==> config.mk <==
export PLATFORM = sky130hd
export DESIGN_NAME = hs_packer
export DESIGN_NICKNAME = d
export VERILOG_FILES = /design/src/rtl/hs_packer.sv
export SDC_FILE = /design/constraint.sdc
export NUM_CORES = 1
export LEC_CHECK = 0
export ABC_AREA = 0
export ABC_CLOCK_PERIOD_IN_PS = 3100
export CELL_PAD_IN_SITES_DETAIL_PLACEMENT = 2
export CELL_PAD_IN_SITES_GLOBAL_PLACEMENT = 2
export CORE_MARGIN = 2
export CORE_UTILIZATION = 41
export DETAILED_ROUTE_END_ITERATION = 8
export HOLD_SLACK_MARGIN = 0.06
export PLACE_DENSITY = 0.95
export SKIP_LAST_GASP = 1
export SLEW_MARGIN = 10
export SYNTH_ARGS = -nofsm -noshare
export SYNTH_HDL_FRONTEND = slang
export SYNTH_SLANG_ARGS = --single-unit
==> constraint.sdc <==
create_clock -name clk_core -period 3.1 [get_ports clk_core]
set_clock_uncertainty 0.1 [all_clocks]
set_input_delay 0.31 -clock clk_core [delete_from_list [all_inputs] [get_ports clk_core]]
set_output_delay 0.31 -clock clk_core [all_outputs]
set_load 0.005 [all_outputs]
==> src/rtl/hs_packer.sv <==
// Width-up stream packer: gathers RATIO narrow words into one wide word with
// lane keep mask and early close; accumulator plus output register sustain one word per cycle.
module hs_packer #(
  parameter int unsigned WIDTH = 8,
  parameter int unsigned RATIO = 4
) (
  input  logic                     clk_core,
  input  logic                     rst_core_n,
  input  logic                     flush,
  output logic                     ready_o,
  input  logic                     valid_i,
  input  logic [WIDTH-1:0]         in,
  input  logic                     last_i,
  input  logic                     ready_i,
  output logic                     valid_o,
  output logic [WIDTH*RATIO-1:0]   out,
  output logic [RATIO-1:0]         keep_o,
  output logic                     last_o
);

  localparam int unsigned OW = WIDTH * RATIO;
  localparam int unsigned CW = $clog2(RATIO) + 1;

  logic [OW-1:0]    acc_data,  acc_data_nxt;
  logic [RATIO-1:0] acc_keep,  acc_keep_nxt;
  logic             acc_last,  acc_last_nxt;
  logic             acc_done,  acc_done_nxt;
  logic [CW-1:0]    cnt,       cnt_nxt;
  logic             valid_nxt;
  logic [OW-1:0]    out_nxt;
  logic [RATIO-1:0] keep_nxt;
  logic             last_nxt;
  logic             ready_nxt;

  logic             accept_c;
  logic             drain_c;
  logic             closing_c;
  logic [OW-1:0]    merged_data_c;
  logic [RATIO-1:0] merged_keep_c;

  // Accumulator contents with the incoming word dropped into lane cnt.
  always_comb begin
    merged_data_c = acc_data;
    merged_keep_c = acc_keep;
    for (int k = 0; k < int'(RATIO); k++) begin
      if (CW'(k) == cnt) begin
        merged_data_c[k*WIDTH +: WIDTH] = in;
        merged_keep_c[k]                = 1'b1;
      end
    end
  end

  assign accept_c  = valid_i & ready_o;
  assign drain_c   = valid_o & ready_i;
  assign closing_c = accept_c & ((cnt == CW'(RATIO - 1)) | last_i);

  // Next-state: flush beats everything; a parked group moves out before new data is taken.
  always_comb begin
    acc_data_nxt = acc_data;
    acc_keep_nxt = acc_keep;
    acc_last_nxt = acc_last;
    acc_done_nxt = acc_done;
    cnt_nxt      = cnt;
    valid_nxt    = valid_o;
    out_nxt      = out;
    keep_nxt     = keep_o;
    last_nxt     = last_o;

    if (flush) begin
      acc_data_nxt = '0;
      acc_keep_nxt = '0;
      acc_last_nxt = 1'b0;
      acc_done_nxt = 1'b0;
      cnt_nxt      = '0;
      valid_nxt    = 1'b0;
      out_nxt      = '0;
      keep_nxt     = '0;
      last_nxt     = 1'b0;
    end else if (acc_done) begin
      if (drain_c) begin
        out_nxt      = acc_data;
        keep_nxt     = acc_keep;
        last_nxt     = acc_last;
        valid_nxt    = 1'b1;
        acc_data_nxt = '0;
        acc_keep_nxt = '0;
        acc_last_nxt = 1'b0;
        acc_done_nxt = 1'b0;
        cnt_nxt      = '0;
      end
    end else if (closing_c) begin
      if (!valid_o || drain_c) begin
        out_nxt      = merged_data_c;
        keep_nxt     = merged_keep_c;
        last_nxt     = last_i;
        valid_nxt    = 1'b1;
        acc_data_nxt = '0;
        acc_keep_nxt = '0;
        acc_last_nxt = 1'b0;
        cnt_nxt      = '0;
      end else begin
        // Output slot busy: park the completed group and stall upstream.
        acc_data_nxt = merged_data_c;
        acc_keep_nxt = merged_keep_c;
        acc_last_nxt = last_i;
        acc_done_nxt = 1'b1;
      end
    end else begin
      if (accept_c) begin
        acc_data_nxt = merged_data_c;
        acc_keep_nxt = merged_keep_c;
        cnt_nxt      = cnt + CW'(1);
      end
      if (drain_c) begin
        valid_nxt = 1'b0;
      end
    end

    ready_nxt = ~acc_done_nxt;
  end

  always_ff @(posedge clk_core or negedge rst_core_n) begin
    if (!rst_core_n) begin
      acc_data <= '0;
      acc_keep <= '0;
      acc_last <= 1'b0;
      acc_done <= 1'b0;
      cnt      <= '0;
      valid_o  <= 1'b0;
      out      <= '0;
      keep_o   <= '0;
      last_o   <= 1'b0;
      ready_o  <= 1'b1;
    end else begin
      acc_data <= acc_data_nxt;
      acc_keep <= acc_keep_nxt;
      acc_last <= acc_last_nxt;
      acc_done <= acc_done_nxt;
      cnt      <= cnt_nxt;
      valid_o  <= valid_nxt;
      out      <= out_nxt;
      keep_o   <= keep_nxt;
      last_o   <= last_nxt;
      ready_o  <= ready_nxt;
    end
  end

endmodule
Word-level counts from Yosys, hierarchy flattened

Index checks and enable logic that the tools add are counted.

Add/sub/neg operators: 1
Multiplexer cells: 56
Equal/unequal tests: 6
Bitwise operators: 5
Reduce and logical (&&, ||, !) cells: 12

Operators by type and width:

| kind                                                   | count |
|---|---|
| two-way mux 32 bit                                     | 11 |
| two-way mux 4 bit                                      | 11 |
| two-way mux 8 bit                                      | 4 |
| two-way mux 1 bit                                      | 24 |
| two-way mux 3 bit                                      | 6 |
| AND reduction 3 bit                                    | 3 |
| nonzero test 3 bit                                     | 3 |
| equality test 2 x 3 -> 1 bit (first input constant)    | 2 |
| inequality test 4 x 3 -> 1 bit (second input constant) | 1 |
| AND reduction 2 bit                                    | 2 |
| nonzero test 4 bit                                     | 1 |
| adder 3 x 1 -> 3 bit (second input constant)           | 1 |
| AND 1 bit                                              | 3 |
| equality test 1 x 3 -> 1 bit (first input constant)    | 1 |
| equality test 3 x 2 -> 1 bit (second input constant)   | 1 |
| logical NOT 3 bit                                      | 1 |
| inequality test 3 x 2 -> 1 bit (second input constant) | 1 |
| logical NOT 1 bit                                      | 1 |
| logical OR 1 bit                                       | 1 |
| NOT 1 bit                                              | 1 |
| OR 1 bit                                               | 1 |

Word-level logic and storage cells: 90
Flip-flop bits (word level): 80
Output and inout port bits: 39
Input bits: 14

Depth between registers and ports, before layout

Depth in word-level cells: 7
Gate-level depth with buffers: 8
Depth with buffers taken out: 5

Least setup slack after synthesis

No wires, ideal clock.

Path type: reg2reg
Start point: register cnt[2]
End point: register out[13]
Arrival: 1,840 ps
Setup time: 125 ps
Setup slack: 1,034 ps
Cell stages (with the launch flop): 9
Cell sequence: dfrtp_1 buf_6 inv_1 ha_1 o211ai_2 o31ai_4 buf_6 buf_12 mux2_4

Cells in the longest elaborated chain, start to end: 6
Elaborated cells on any way between the ends: 11
Those cells by class: 2 x eq/ne; 5 x mux; 2 x bitwise; 2 x reduce/logical

RTL lines:

| item                         | RTL line | text |
|---|---|---|
| start, declared              | 28       | `logic [CW-1:0] cnt, cnt_nxt;` |
| start signal, assigned       | 139      | `cnt <= cnt_nxt;` |
| equality test 1 x 3 -> 1 bit | 46       | `if (CW'(k) == cnt) begin` |
| two-way mux 8 bit            | 46       |  |
| two-way mux 32 bit           | 92       | `if (!valid_o \|\| drain_c) begin` |
| two-way mux 32 bit           | 91       | `end else if (closing_c) begin` |
| two-way mux 32 bit           | 79       | `end else if (acc_done) begin` |
| two-way mux 32 bit           | 69       | `if (flush) begin` |
| end signal, assigned         | 141      | `out <= out_nxt;` |
| end, declared                | 16       | `output logic [WIDTH*RATIO-1:0] out,` |

Several ways; a longest one is shown, not always the timed one. The select of a mux whose other input is x is not followed.
A chain may end at the register's enable or synchronous reset.

Worst setup path in the final report

Start point: register cnt[2]
End point: register acc_data[23]

Cells in the longest elaborated chain, start to end: 6
Elaborated cells on any way between the ends: 12
Those cells by class: 2 x eq/ne; 6 x mux; 2 x bitwise; 2 x reduce/logical

RTL lines:

| item                                                                         | RTL line | text |
|---|---|---|
| equality test 2 x 3 -> 1 bit or equality test 3 x 2 -> 1 bit (tied branches) | 46, 55   |  |
| two-way mux 8 bit or OR 1 bit (tied branches)                                | 46, 55   |  |
| two-way mux 32 bit (tied with other cells)                                   | 109      | `if (accept_c) begin` |
| two-way mux 32 bit                                                           | 91       |  |
| two-way mux 32 bit                                                           | 79       |  |
| two-way mux 32 bit                                                           | 69       |  |
| end signal, assigned                                                         | 135      | `acc_data <= acc_data_nxt;` |
| end, declared                                                                | 24       | `logic [OW-1:0] acc_data, acc_data_nxt;` |

Several ways; a longest one is shown, not always the timed one. The select of a mux whose other input is x is not followed.

==> impl_metrics.yaml <==
logic_synthesis:
  ys_ff_latch: 80
  synth_ff_type: "dfrtp_1"
  synth_area_um2: 4470
  synth-edff-count: 0
  synth.top_cell.area_share_pct: 44.2
  yosysMostFrequentCell: "dfrtp_1"
  syn_area_per_cell_um2: 11.7
  syn_inst: 382
  syn_nets: 402
  ys_warn_count: 0
  synth_top_cell_by_area: "dfrtp_1"
  synth_top_cells_by_count: "dfrtp_1, o211ai_1, a32o_1, nand3_1, o2111ai_1"
  async_flop_share_pct: 100
  ys_seq_area_share_pct: 44.8
  synth_cell_types: 52
  synth_area_leaders: "dfrtp_1, a32o_1, o2111ai_1"
placement:
  gp_congestion: 0.811
  portBuffers: 52
  dp_hpwl_um: 9760
  place_ws_ps: 517
  dpl.cell_count: 545
global_routing:
  grt_overflow: 0
  grt_first_pass_wirelength_um: 23800
  grt_max_degree: 81
  use_met1_pct: 33.8
  groute.usage.overall_pct: 26.7
  antenna_found_initial: 0
  grt_most_used_layer: "met2"
  met2_usage_pct: 45.9
  grtUsageMet3_pct: 3.38
  grt_pass1_vias: 4183
route:
  vias_per_cell: 6.54
  wl_per_cell_um: 26.5
  drtIter0Drc: 243
  final_antenna_net_count: 0
  via_count: 3655
  first_pass_iters: 4
  drc_errors: 0
  routed_wl_um: 14800
final_layout:
  diodes: 0
  seqCellArea_um2: 2000
  syn2layout_area_growth_pct: 16.0
  multiInputGateArea_um2: 2120
  finalNonFillerCells: 559
  n_fill_cell: 1104
  layout.nets: 436
  drive_gt1_share_pct: 15.5
die:
  die_area_um2: 11800
  die_h_um: 108
  rows: 38
  die_w_um: 108
  start_util_pct: 41.6
  num_io_pins: 53
  core_area_um2: 10700
sta:
  rsz0062_at_grt: "false"
  timing.fmax_mhz: 375
  finalSetupViolCount: 0
  drv_slew: 0
  post-route-period-util_pct: 86.1
  slew_headroom_pct: 28.6
  worstMarginPinSlew_ps: 1070
  finalHoldWorstSlack_ps: 44.8
  fin_crit_ps: 2670
  hold_violations: 0
  worst_slack_ps: 430
  fin_setup_tns_ps: 0
worst_setup_path:
  cp.required_ps: 3270
  critical_path_class: "flip-flop to flip-flop"
  cp-start-kind: "flip-flop"
  reg2reg_to: "acc_data[23]"
  rrSetupSlack_ps: 430
  cp-end-kind: "flip-flop"
  worstPathMaxFanout: 14
  worstPathArrival_ps: 2840
  timing.rr.start: "cnt[2]"
  reg2reg_depth: 6
pwr:
  max-vdd-ir-drop_mv: 0.204
  leakage_nw: 2.19
  finalPower_mw: 2.36
  power.density_nw_per_um2: 454
clocking:
  h-tree-depth: 3
  clock_latency_ps: 370
  cts_root_buffer: "clkbuf_8"
  cts_tree: "yes"
  holdBufCountCts: 0
  cts_resized: 0
  cts_sinks: 80
  cts-buffers-inserted: 9
  cts.reportedPaths.clkPinSlew_ps: 90
  clk_path_buf_depth: 2
  postCtsSetupRepairBufs: 0
run_status:
  status: "complete, no violations"
worst_hold_path:
  hp-class: "input port to async pin"
job:
  cap_viol_max_count: 0
==> stage by stage <==
step                instance area (um2)  utilization (%)
floorplan                          4470                -
global placement                   4990             46.5
detailed placement                 4990             46.5
CTS                                5190             48.3
global route                       5190             48.3
finish                             5190             48.3
==> worst max-delay path by stage <==
| stage | from | to | cells after the start |
|---|---|---|---|
| global placement | cnt[2] | acc_data[18] | 6 |
| floorplan | cnt[2] | out[13] | 8 |
| global route | cnt[2] | acc_data[23] | 6 |
| detailed placement | cnt[2] | acc_data[18] | 6 |
| finish | cnt[2] | acc_data[23] | 6 |
| CTS | cnt[2] | acc_data[23] | 6 |
==> where the power goes <==
group          total (mW)  leakage, nW  internal [mW]  switching [mW]
clock network       0.804       0.0973          0.406           0.398
registers            1.14         1.09           1.10          0.0467
logic               0.409        0.996          0.169           0.240
total                2.36         2.19           1.67           0.684
==> kinds of logic after synthesis <==
group,synth area share (%)
AO/OA/AOI/OAI,25.3
flip-flops,44.8
AND/OR/NAND/NOR,10.0
buffers and inverters,7.72
multiplexers,10.5
adder cells (fa/ha/maj),1.68
==> final cells by class <==
| type | instances | share of cell area (%) |
|---|---|---|
| clock inverter | 3 | 0.820 |
| multi-input combinational | 243 | 40.9 |
| tap | 140 | 3.38 |
| inverter | 17 | 1.23 |
| clock buffer | 11 | 2.92 |
| timing repair buffer | 65 | 12.1 |
| sequential | 80 | 38.6 |
==> cell usage in the layout (no fill, tap or decap), types with 11 or more instances in the layout <==
master | netlist | final
buf_4 | 3 | 13
mux2i_1 | 13 | 13
dfrtp_1 | 79 | 79
o2111ai_1 | 24 | 24
inv_1 | 17 | 17
mux2_4 | 12 | 12
a32o_1 | 24 | 24
clkdlybuf4s50_1 | 0 | 51
o211ai_1 | 27 | 27
clkbuf_8 | 0 | 11
nand3_1 | 24 | 24
mux2_2 | 14 | 14
==> critical path: stages (launching register included) <==
cell	delay, ps
dfrtp_1	690
inv_1	140
ha_1	310
o211ai_2	480
buf_4	300
o211ai_2	270
o211ai_1	280
==> layer usage <==
metal	share of wire [%]	up-vias
met1	41	1906
met2	51	128
met5	0	-
li1	-	1591
met4	2.2	0
met3	5.4	30
==> registers in the layout, summed over array words and instances, names as in the netlist <==
name	cells
acc_data	32
out	32
acc_keep	4
keep_o	4
cnt	3
acc_done	1
acc_last	1
last_o	1
ready_o	1
valid_o	1
Note: power is estimated with default switching activity, not from simulation.
